`src/rtl/rom_read_scheduler.sv`:
```
// rom_read_scheduler: round-robin, credit-throttled fetch scheduler sharing one
// single-port ROM among per-channel FIFOs.
module rom_read_scheduler #(
    parameter int CHANNELS = 4,
    parameter int CH_LOG   = 2,
    parameter int ADDR_W   = 13,
    parameter int DEPTH    = 16,
    parameter int CNT_W    = 5
) (
    input  logic                         clk,
    input  logic                         rst_n,
    input  logic                         start,
    input  logic [ADDR_W*CHANNELS-1:0]   base_addr,
    input  logic [ADDR_W*CHANNELS-1:0]   length,
    input  logic [CHANNELS-1:0]          fifo_rd,
    output logic [ADDR_W-1:0]            rom_addr,
    output logic [CHANNELS-1:0]          wr_en,
    output logic                         busy,
    output logic                         done
);
    typedef enum logic [1:0] {IDLE, RUN, DRAIN} state_t;

    state_t              state_q, state_d;
    logic [ADDR_W-1:0]   addr_q   [CHANNELS];
    logic [ADDR_W-1:0]   addr_d   [CHANNELS];
    logic [ADDR_W-1:0]   rem_q    [CHANNELS];
    logic [ADDR_W-1:0]   rem_d    [CHANNELS];
    logic [CNT_W-1:0]    credit_q [CHANNELS];
    logic [CNT_W-1:0]    credit_d [CHANNELS];
    logic [CH_LOG-1:0]   ptr_q, ptr_d, grant, idx;
    logic [ADDR_W-1:0]   rom_addr_q, rom_addr_d;
    logic [CHANNELS-1:0] wr_en_q, wr_en_d, elig;
    logic                issue, all_zero;

    always_comb begin
        for (int i = 0; i < CHANNELS; i++)
            elig[i] = (state_q == RUN) && (rem_q[i] != '0) && (credit_q[i] < CNT_W'(DEPTH));
    end

    // Scan from farthest to nearest so the first eligible channel after the pointer wins.
    always_comb begin
        grant = ptr_q;
        idx   = ptr_q;
        for (int k = CHANNELS; k >= 1; k--) begin
            idx = CH_LOG'((int'(ptr_q) + k) % CHANNELS);
            if (elig[idx]) grant = idx;
        end
        issue = |elig;
    end

    always_comb begin
        ptr_d      = issue ? grant : ptr_q;
        rom_addr_d = issue ? addr_q[grant] : rom_addr_q;
        wr_en_d    = issue ? CHANNELS'(1) << grant : '0;
        all_zero   = 1'b1;
        for (int i = 0; i < CHANNELS; i++) begin
            addr_d[i] = addr_q[i];
            rem_d[i]  = rem_q[i];
            if (state_q == IDLE && start) begin
                addr_d[i] = base_addr[i*ADDR_W +: ADDR_W];
                rem_d[i]  = length[i*ADDR_W +: ADDR_W];
            end else if (issue && grant == CH_LOG'(i)) begin
                addr_d[i] = addr_q[i] + ADDR_W'(1);
                rem_d[i]  = rem_q[i] - ADDR_W'(1);
            end
            credit_d[i] = credit_q[i] + CNT_W'(issue && grant == CH_LOG'(i))
                                      - CNT_W'(fifo_rd[i] && credit_q[i] != '0);
            all_zero = all_zero && (rem_d[i] == '0);
        end
        state_d = (state_q == IDLE) ? (start ? RUN : IDLE) :
                  (state_q == RUN)  ? (all_zero ? DRAIN : RUN) : IDLE;
    end

    always_ff @(posedge clk or negedge rst_n) begin
        if (!rst_n) begin
            state_q    <= IDLE;
            ptr_q      <= CH_LOG'(CHANNELS - 1);
            rom_addr_q <= '0;
            wr_en_q    <= '0;
            for (int i = 0; i < CHANNELS; i++) begin
                addr_q[i]   <= '0;
                rem_q[i]    <= '0;
                credit_q[i] <= '0;
            end
        end else begin
            state_q    <= state_d;
            ptr_q      <= ptr_d;
            rom_addr_q <= rom_addr_d;
            wr_en_q    <= wr_en_d;
            for (int i = 0; i < CHANNELS; i++) begin
                addr_q[i]   <= addr_d[i];
                rem_q[i]    <= rem_d[i];
                credit_q[i] <= credit_d[i];
            end
        end
    end

    assign rom_addr = rom_addr_d;
    assign wr_en    = wr_en_q;
    assign busy     = state_q != IDLE;
    assign done     = state_q == DRAIN;
endmodule

```
`config.mk`:
```
export PLATFORM = sky130hd
export DESIGN_NAME = rom_read_scheduler
export DESIGN_NICKNAME = d
export VERILOG_FILES = /design/src/rtl/rom_read_scheduler.sv
export SDC_FILE = /design/constraint.sdc
export NUM_CORES = 1
export LEC_CHECK = 0
export ABC_CLOCK_PERIOD_IN_PS = 7950
export BUFFER_PORTS_ARGS = -buffer_cell sky130_fd_sc_hd__buf_2
export CAP_MARGIN = 25
export CORE_MARGIN = 2
export CORE_UTILIZATION = 60
export CTS_CLUSTER_DIAMETER = 120
export DETAILED_ROUTE_END_ITERATION = 12
export PLACE_DENSITY = 0.93
export SYNTH_ARGS = -nofsm -noshare
export SYNTH_HDL_FRONTEND = slang
export SYNTH_SLANG_ARGS = --single-unit
```
`constraint.sdc`:
```
create_clock -name clk -period 7.95 [get_ports clk]
set_input_delay 1.1925 -clock clk [delete_from_list [all_inputs] [get_ports clk]]
set_output_delay 1.1925 -clock clk [all_outputs]
set_load 0.01 [all_outputs]
```
==> results of run 1 <==
-- cell type report --
class | count | area (µm²) | area share
antenna | 1 | 2.50 | 0.000243
clock buffer | 19 | 443 | 0.0430
clock inverter | 13 | 153 | 0.0148
inverter | 57 | 214 | 0.0208
multi-input combinational | 766 | 4910 | 0.477
sequential | 145 | 3630 | 0.353
tap | 184 | 230 | 0.0224
timing repair buffer | 137 | 709 | 0.0689
-- cell families (layout without fill, tap and decap cells) --
kind of cell             after synthesis  count (layout)  synth area share
multiplexers                          34              34            0.0403
other                                  0               1                 0
flip-flops                           145             145             0.407
buffers and inverters                103             226            0.0439
AND/OR/NAND/NOR                      390             390             0.212
adder cells (fa/ha/maj)               33              33            0.0497
XOR/XNOR                              83              83            0.0816
AO/OA/AOI/OAI                        226             226             0.165
-- metal layers --
| metal | track usage | vias up | wire length, µm |
|---|---|---|---|
| li1 | - | 3824 | - |
| met1 | 0.419 | 3929 | 9970 |
| met2 | 0.491 | 417 | 11400 |
| met3 | 0.0535 | 70 | 2050 |
| met4 | 0.136 | 0 | 871 |
| met5 | 0 | - | 0 |
-- worst reg2reg max path, delay by kind of cell, from the launching register on --
| family | cells | cell delay, ns |
|---|---|---|
| AND/OR/NAND/NOR | 5 | 2.33 |
| AO/OA/AOI/OAI | 4 | 1.21 |
| XOR/XNOR | 1 | 0.17 |
| flip-flops | 1 | 0.40 |
| buffers and inverters | 1 | 0.07 |
| adder cells (fa/ha/maj) | 1 | 0.17 |
-- sequential cells by signal, indices dropped and copies added (netlist names) --
signal and flops:
wr_en 4, rem_q 52, ptr_q 2, state_q 2, credit_q 20, rom_addr_q 13, addr_q 52
-- how the worst min path moves through the flow --
stage	end	slack, ns	depth (start not counted)
floorplan	credit_q[15]$_DFF_PN0_	0.47	1
global placement	rom_addr_q[5]$_DFF_PN0_	0.47	2
detailed placement	rom_addr_q[2]$_DFF_PN0_	0.47	2
CTS	rom_addr_q[10]$_DFF_PN0_	0.49	2
global route	rom_addr_q[12]$_DFF_PN0_	0.53	2
finish	rom_addr_q[12]$_DFF_PN0_	0.50	2
-- report_power, final --
group | internal (W) | total (W) | leakage [nW] | switching (W)
clock | 0.000476 | 0.000818 | 0.281 | 0.000342
combinational | 0.000791 | 0.00194 | 2.46 | 0.00115
sequential | 0.000995 | 0.00125 | 1.72 | 0.000251
total | 0.00226 | 0.00400 | 4.47 | 0.00174
-- cells in the final DEF (no fill, tap or decap), types with 7 or more instances in the layout --
| master | count |
|---|---|
| a21oi_1 | 22 |
| nand3_1 | 32 |
| clkbuf_16 | 17 |
| nor2_1 | 75 |
| mux2i_1 | 19 |
| mux2_2 | 15 |
| ha_1 | 29 |
| nand2_1 | 147 |
| a21o_1 | 8 |
| o31ai_1 | 9 |
| nand2b_1 | 11 |
| xor2_1 | 46 |
| and3_1 | 16 |
| a31oi_1 | 18 |
| o21ai_0 | 99 |
| a2111oi_0 | 7 |
| or4_1 | 11 |
| dfrtp_1 | 143 |
| or2_2 | 7 |
| o211ai_1 | 10 |
| nor4_1 | 13 |
| inv_1 | 54 |
| buf_2 | 128 |
| nand4_1 | 14 |
| xnor2_1 | 37 |
| or3_1 | 19 |
| buf_4 | 7 |
| nor3_1 | 23 |
-- per-stage QoR --
stage                     hold WS [ns]  power, W
final                            0.496   0.00400
after detailed placement         0.475   0.00312
after global routing             0.526   0.00427
after global placement           0.469   0.00300
after floorplan                  0.471   0.00254
after CTS                        0.495   0.00397
==> flow_summary.yaml, run 1 <==
outcome:
  status: "finished clean"
global_route:
  grt_usage: 0.309
  grt_pass1_wl_mm: 39.2
  grt_antenna_before_repair: 1
  grt_max_degree: 118
  grt_overflow: 0
  grt_pass1_vias: 7894
cts:
  post_cts_buffers: 0
  clkSinkCount: 145
  h-tree-depth: 4
  clk_latency_ns: 0.44
  cts.path.max_buffers: 2
  cts_resized: 0
  cts_buffers: 17
  cts_tree: "yes"
  postCtsHoldBufs: 0
  cts-root-buf: "clkbuf_16"
  path_clk_slew_ns: 0.06
worst_setup_path:
  crit_start: "rem_q[0]$_DFF_PN0_"
  r2r.worst_path.cells: 12
  cp_cell_sequence: "inv_1 > ha_1 > or4b_1 > nor4b_4 > nor2_1 > a21oi_1 > o32ai_4 > buf_4 > mux2_2 > o21ai_0 > o21ai_0 > buf_2"
  critical-path-top-delay-family: "simple AND/OR/NAND/NOR gates"
  path_common_cell: "o21ai_0"
  worst-path-stages: 12
  path_buf_inv: 3
  cp_max_fo: 28
  cp-endpoint: "rom_addr[7]"
  reg2reg_from: "rem_q[0]$_DFF_PN0_"
  required_ns: 6.76
  crit_slowest_cell: "or4b_1"
  crit_arrival_ns: 4.06
  slowest_delay_ns: 0.54
  path_class: "reg -> out"
  rr_endpoint: "state_q[0]$_DFF_PN0_"
  end_kind: "output pin"
  ff2ff_setup_slack_ns: 3.42
  start_kind: "flop"
die:
  core_area_mm2: 0.0145
  die_area_mm2: 0.0158
  rows: 44
  initial_utilization: 0.613
  dieWidth_um: 126
  die_y_um: 126
  io_pins: 130
timing:
  hold_violations: 0
  skew_ns: 0.00698
  finalSetupViolations: 0
  grt_setup_unrepaired: "no"
  slew_headroom: 0.322
  fmax_mhz: 191
  min_period_over_period: 0.660
  fin_crit_ns: 5.25
  tns_ns: 0
  worst_slew_pin_slew_ns: 1.02
  drv_slew: 0
  timing.final.ws_setup_ns: 2.70
placed_design:
  port_buffers: 129
  place_area_mm2: 0.00969
  gp_congestion: 0.920
  placed_cells: 1288
  dp_hpwl_mm: 17.1
  dp_slack_ns: 3.22
yosys:
  synth.top_cells.by_count: "148 x nand2_1, 143 x dfrtp_1, 99 x o21ai_0"
  ys_seq_area_frac: 0.407
  avgSynthCellArea_um2: 8.79
  synth.distinct_cells: 71
  synth_top_area_share: 0.401
  synth_nets: 1158
  ys_warn_count: 0
  yosysMostFrequentCell: "nand2_1"
  synth_flop_cell: "dfrtp_1"
  synth_area_leader_cell: "dfrtp_1"
  syn_area_mm2: 0.00891
  netlist_instances: 1014
  synthArstFlopShare: 1.00
  synth_edf_count: 0
  ys_top_cells_by_area: "dfrtp_1 40%, nand2_1 6.2%, o21ai_0 5.6%"
  ys_ff_latch: 145
routing:
  wl_per_cell_um: 18.4
  via_per_inst: 6.23
  vias: 8240
  antenna_left: 0
  firstDrtPassIters: 6
  post-route-drc-count: 0
  drt-initial-drc-count: 704
  wl_mm: 24.3
finish:
  drive_above_1_share: 0.185
  syn2layout_area_growth_pct: 15.5
  fin_util: 0.709
  design_area_mm2: 0.0103
  layoutNonFillerInstCount: 1322
  fillers: 1065
  num-nets-final: 1268
pwr:
  cellPowerDensity_mw_per_mm2: 389
  vdd_drop_max_mv: 0.222
  p_leak_nw: 4.47
job:
  maxCapViolations: 0
worst_hold_path:
  hold_start: "rom_addr_q[12]$_DFF_PN0_"
  holdCritPathClass: "reg -> reg"
Power figures use the tool's default switching activity.
==> run 2, diff against run 1 <==
==> config.mk (replaced) <==
export PLATFORM = sky130hd
export DESIGN_NAME = rom_read_scheduler
export DESIGN_NICKNAME = d
export VERILOG_FILES = /design/src/rtl/rom_read_scheduler.sv
export SDC_FILE = /design/constraint.sdc
export NUM_CORES = 1
export LEC_CHECK = 0
export ABC_CLOCK_PERIOD_IN_PS = 4500
export BUFFER_PORTS_ARGS = -buffer_cell sky130_fd_sc_hd__buf_2
export CAP_MARGIN = 25
export CORE_MARGIN = 2
export CORE_UTILIZATION = 53
export CTS_CLUSTER_DIAMETER = 120
export DETAILED_ROUTE_END_ITERATION = 12
export PLACE_DENSITY = 0.88
export SYNTH_ARGS = -nofsm -noshare
export SYNTH_HDL_FRONTEND = slang
export SYNTH_SLANG_ARGS = --single-unit
==> constraint.sdc (replaced) <==
create_clock -name clk -period 4.5 [get_ports clk]
set_input_delay 0.675 -clock clk [delete_from_list [all_inputs] [get_ports clk]]
set_output_delay 0.675 -clock clk [all_outputs]
set_load 0.01 [all_outputs]
==> run 2 against run 1 <==
- setup slack got worse by 2.6 ns
- hold slack got worse by 0.24 ns
- die area rose by 13%
- power rose by 80%
- combinational power rose by 85%
- sequential power rose by 75%
- count of clock-buffer cells in the layout fell by 1
- cell count rose by 4.2%
- critical path type unchanged
- largest cell class unchanged
==> flow_summary.yaml, run 2 (synthesis gave the netlist of run 1 again) <==
outcome:
  status: "finished clean"
timing:
  slew_headroom: 0.245
  tns_ns: 0
  worst_slew_pin_slew_ns: 1.12
  fmax_mhz: 229
  drv_slew: 0
  finalSetupViolations: 0
  grt_setup_unrepaired: "no"
  fin_crit_ns: 4.37
  skew_ns: 0.00939
  min_period_over_period: 0.971
  hold_violations: 0
worst_setup_path:
  start_kind: "flop"
  crit_arrival_ns: 3.70
  cp_max_fo: 5
  required_ns: 3.83
  end_kind: "output pin"
  path_class: "reg -> out"
cts:
  h-tree-depth: 4
  cts_tree: "yes"
  clk_latency_ns: 0.44
  cts_buffers: 17
  cts.path.max_buffers: 2
  path_clk_slew_ns: 0.07
  clkSinkCount: 145
  cts-root-buf: "clkbuf_16"
finish:
  final_common_cell: "nand2_1"
  reg_top3: "addr_q (52), rem_q (52), credit_q (20)"
  final_cell_mix: "147 x nand2_1, 143 x dfrtp_1, 128 x buf_2, 94 x o21ai_0, 75 x nor2_1"
  drive_above_1_share: 0.204
  syn2layout_area_growth_pct: 17.9
  num-nets-final: 1288
pwr:
  p_int_w: 0.00405
  cellPowerDensity_mw_per_mm2: 686
  finalPower_w: 0.00721
  pwr-share-comb: 0.498
  p_leak_nw: 4.58
  p_seq_frac: 0.304
  switching_share: 0.439
  clock_power_share: 0.198
  p_sw_w: 0.00317
  vdd_drop_max_mv: 0.439
die:
  io_pins: 130
  die_y_um: 134
  rows: 47
  core_area_mm2: 0.0165
  initial_utilization: 0.539
  die_area_mm2: 0.0179
  dieWidth_um: 134
routing:
  post-route-drc-count: 0
  firstDrtPassIters: 8
  via_per_inst: 6.09
  wl_per_cell_um: 18.5
  wl_mm: 25.5
  drt-initial-drc-count: 809
  vias: 8394
  antenna_left: 0
placed_design:
  port_buffers: 129
  dp_hpwl_mm: 18.3
  gp_congestion: 0.936
worst_hold_path:
  holdCritPathClass: "in -> async"
global_route:
  grt_overflow: 0
  grt_pass1_wl_mm: 40.4
  grt_pass1_vias: 7981
  grt_antenna_before_repair: 1
  grt_max_degree: 89
  grt_usage: 0.286
job:
  maxCapViolations: 0
run 2: per-stage QoR:
stage / util / std cells / worst slack (ns) / hold slack (ns) / area (µm²)
floorplan: - / 1014 / 0.478 / 0.379 / 8910
global placement: 0.597 / 1340 / 0.524 / 0.472 / 9860
global route: 0.636 / 1378 / 0.00387 / 0.358 / 10500
finish: 0.636 / 1378 / 0.129 / 0.257 / 10500
CTS: 0.635 / 1377 / 0.0451 / 0.353 / 10500
detailed placement: 0.597 / 1340 / 0.341 / 0.490 / 9860
run 2: worst paths after layout:
check / from / end / slack, ns / depth (start not counted)
min in group clk: base_addr[30] / addr_q[17]$_DFFE_PN0P_ / 0.44 / 3
max in group asynchronous: rst_n / credit_q[7]$_DFF_PN0_ / 3.23 / 2
worst min register to register: rom_addr_q[2]$_DFF_PN0_ / rom_addr_q[2]$_DFF_PN0_ / 0.50 / 2
worst max-delay path: rem_q[39]$_DFF_PN0_ / rom_addr[7] / 0.13 / 12
worst max register to register: rem_q[39]$_DFF_PN0_ / credit_q[4]$_DFF_PN0_ / 0.23 / 17
worst min-delay path: rst_n / rem_q[37]$_DFF_PN0_ / 0.26 / 1
run 2: worst max-delay path, stage by stage (launching register included):
cell and delay (ns):
dfrtp_1 0.39, inv_1 0.10, ha_1 0.20, or4b_2 0.65, nor3_2 0.21, or3_1 0.19, a21boi_0 0.15, o32ai_4 0.25
buf_4 0.22, mux2_2 0.33, o21ai_0 0.26, o21ai_1 0.14, buf_2 0.16
run 2: final cells by class:
cell class                 instances  area, µm²
antenna                            1       2.50
clock buffer                      18        439
clock inverter                    14        149
fill                            1299       6010
inverter                          57        214
multi-input combinational        766       4940
sequential                       145       3630
tap                              220        275
timing repair buffer             157        866
run 2: power groups by stage:
stage / combinational [W] / clock [W] / sequential (W)
floorplan: 0.00247 / 0 / 0.00203
global placement: 0.00322 / 0 / 0.00217
detailed placement: 0.00339 / 0 / 0.00218
CTS: 0.00351 / 0.00144 / 0.00217
global route: 0.00393 / 0.00149 / 0.00223
finish: 0.00359 / 0.00143 / 0.00219
run 2: what timing repair did:
item,CTS,global route
hold buffers,0,0
resized for setup,0,11
setup buffers,5,0
pin swaps,2,0
endpoints found under the setup margin,13,15
hold endpoints to repair,0,0
run 2: routing by layer:
metal | wire length (µm) | track usage | share of wire | vias to the layer above
li1 | - | - | - | 3856
met1 | 10500 | 0.377 | 0.41 | 3987
met2 | 11800 | 0.464 | 0.46 | 452
met3 | 2090 | 0.0529 | 0.082 | 99
met4 | 1100 | 0.123 | 0.043 | 0
met5 | 0 | 0 | 0 | -
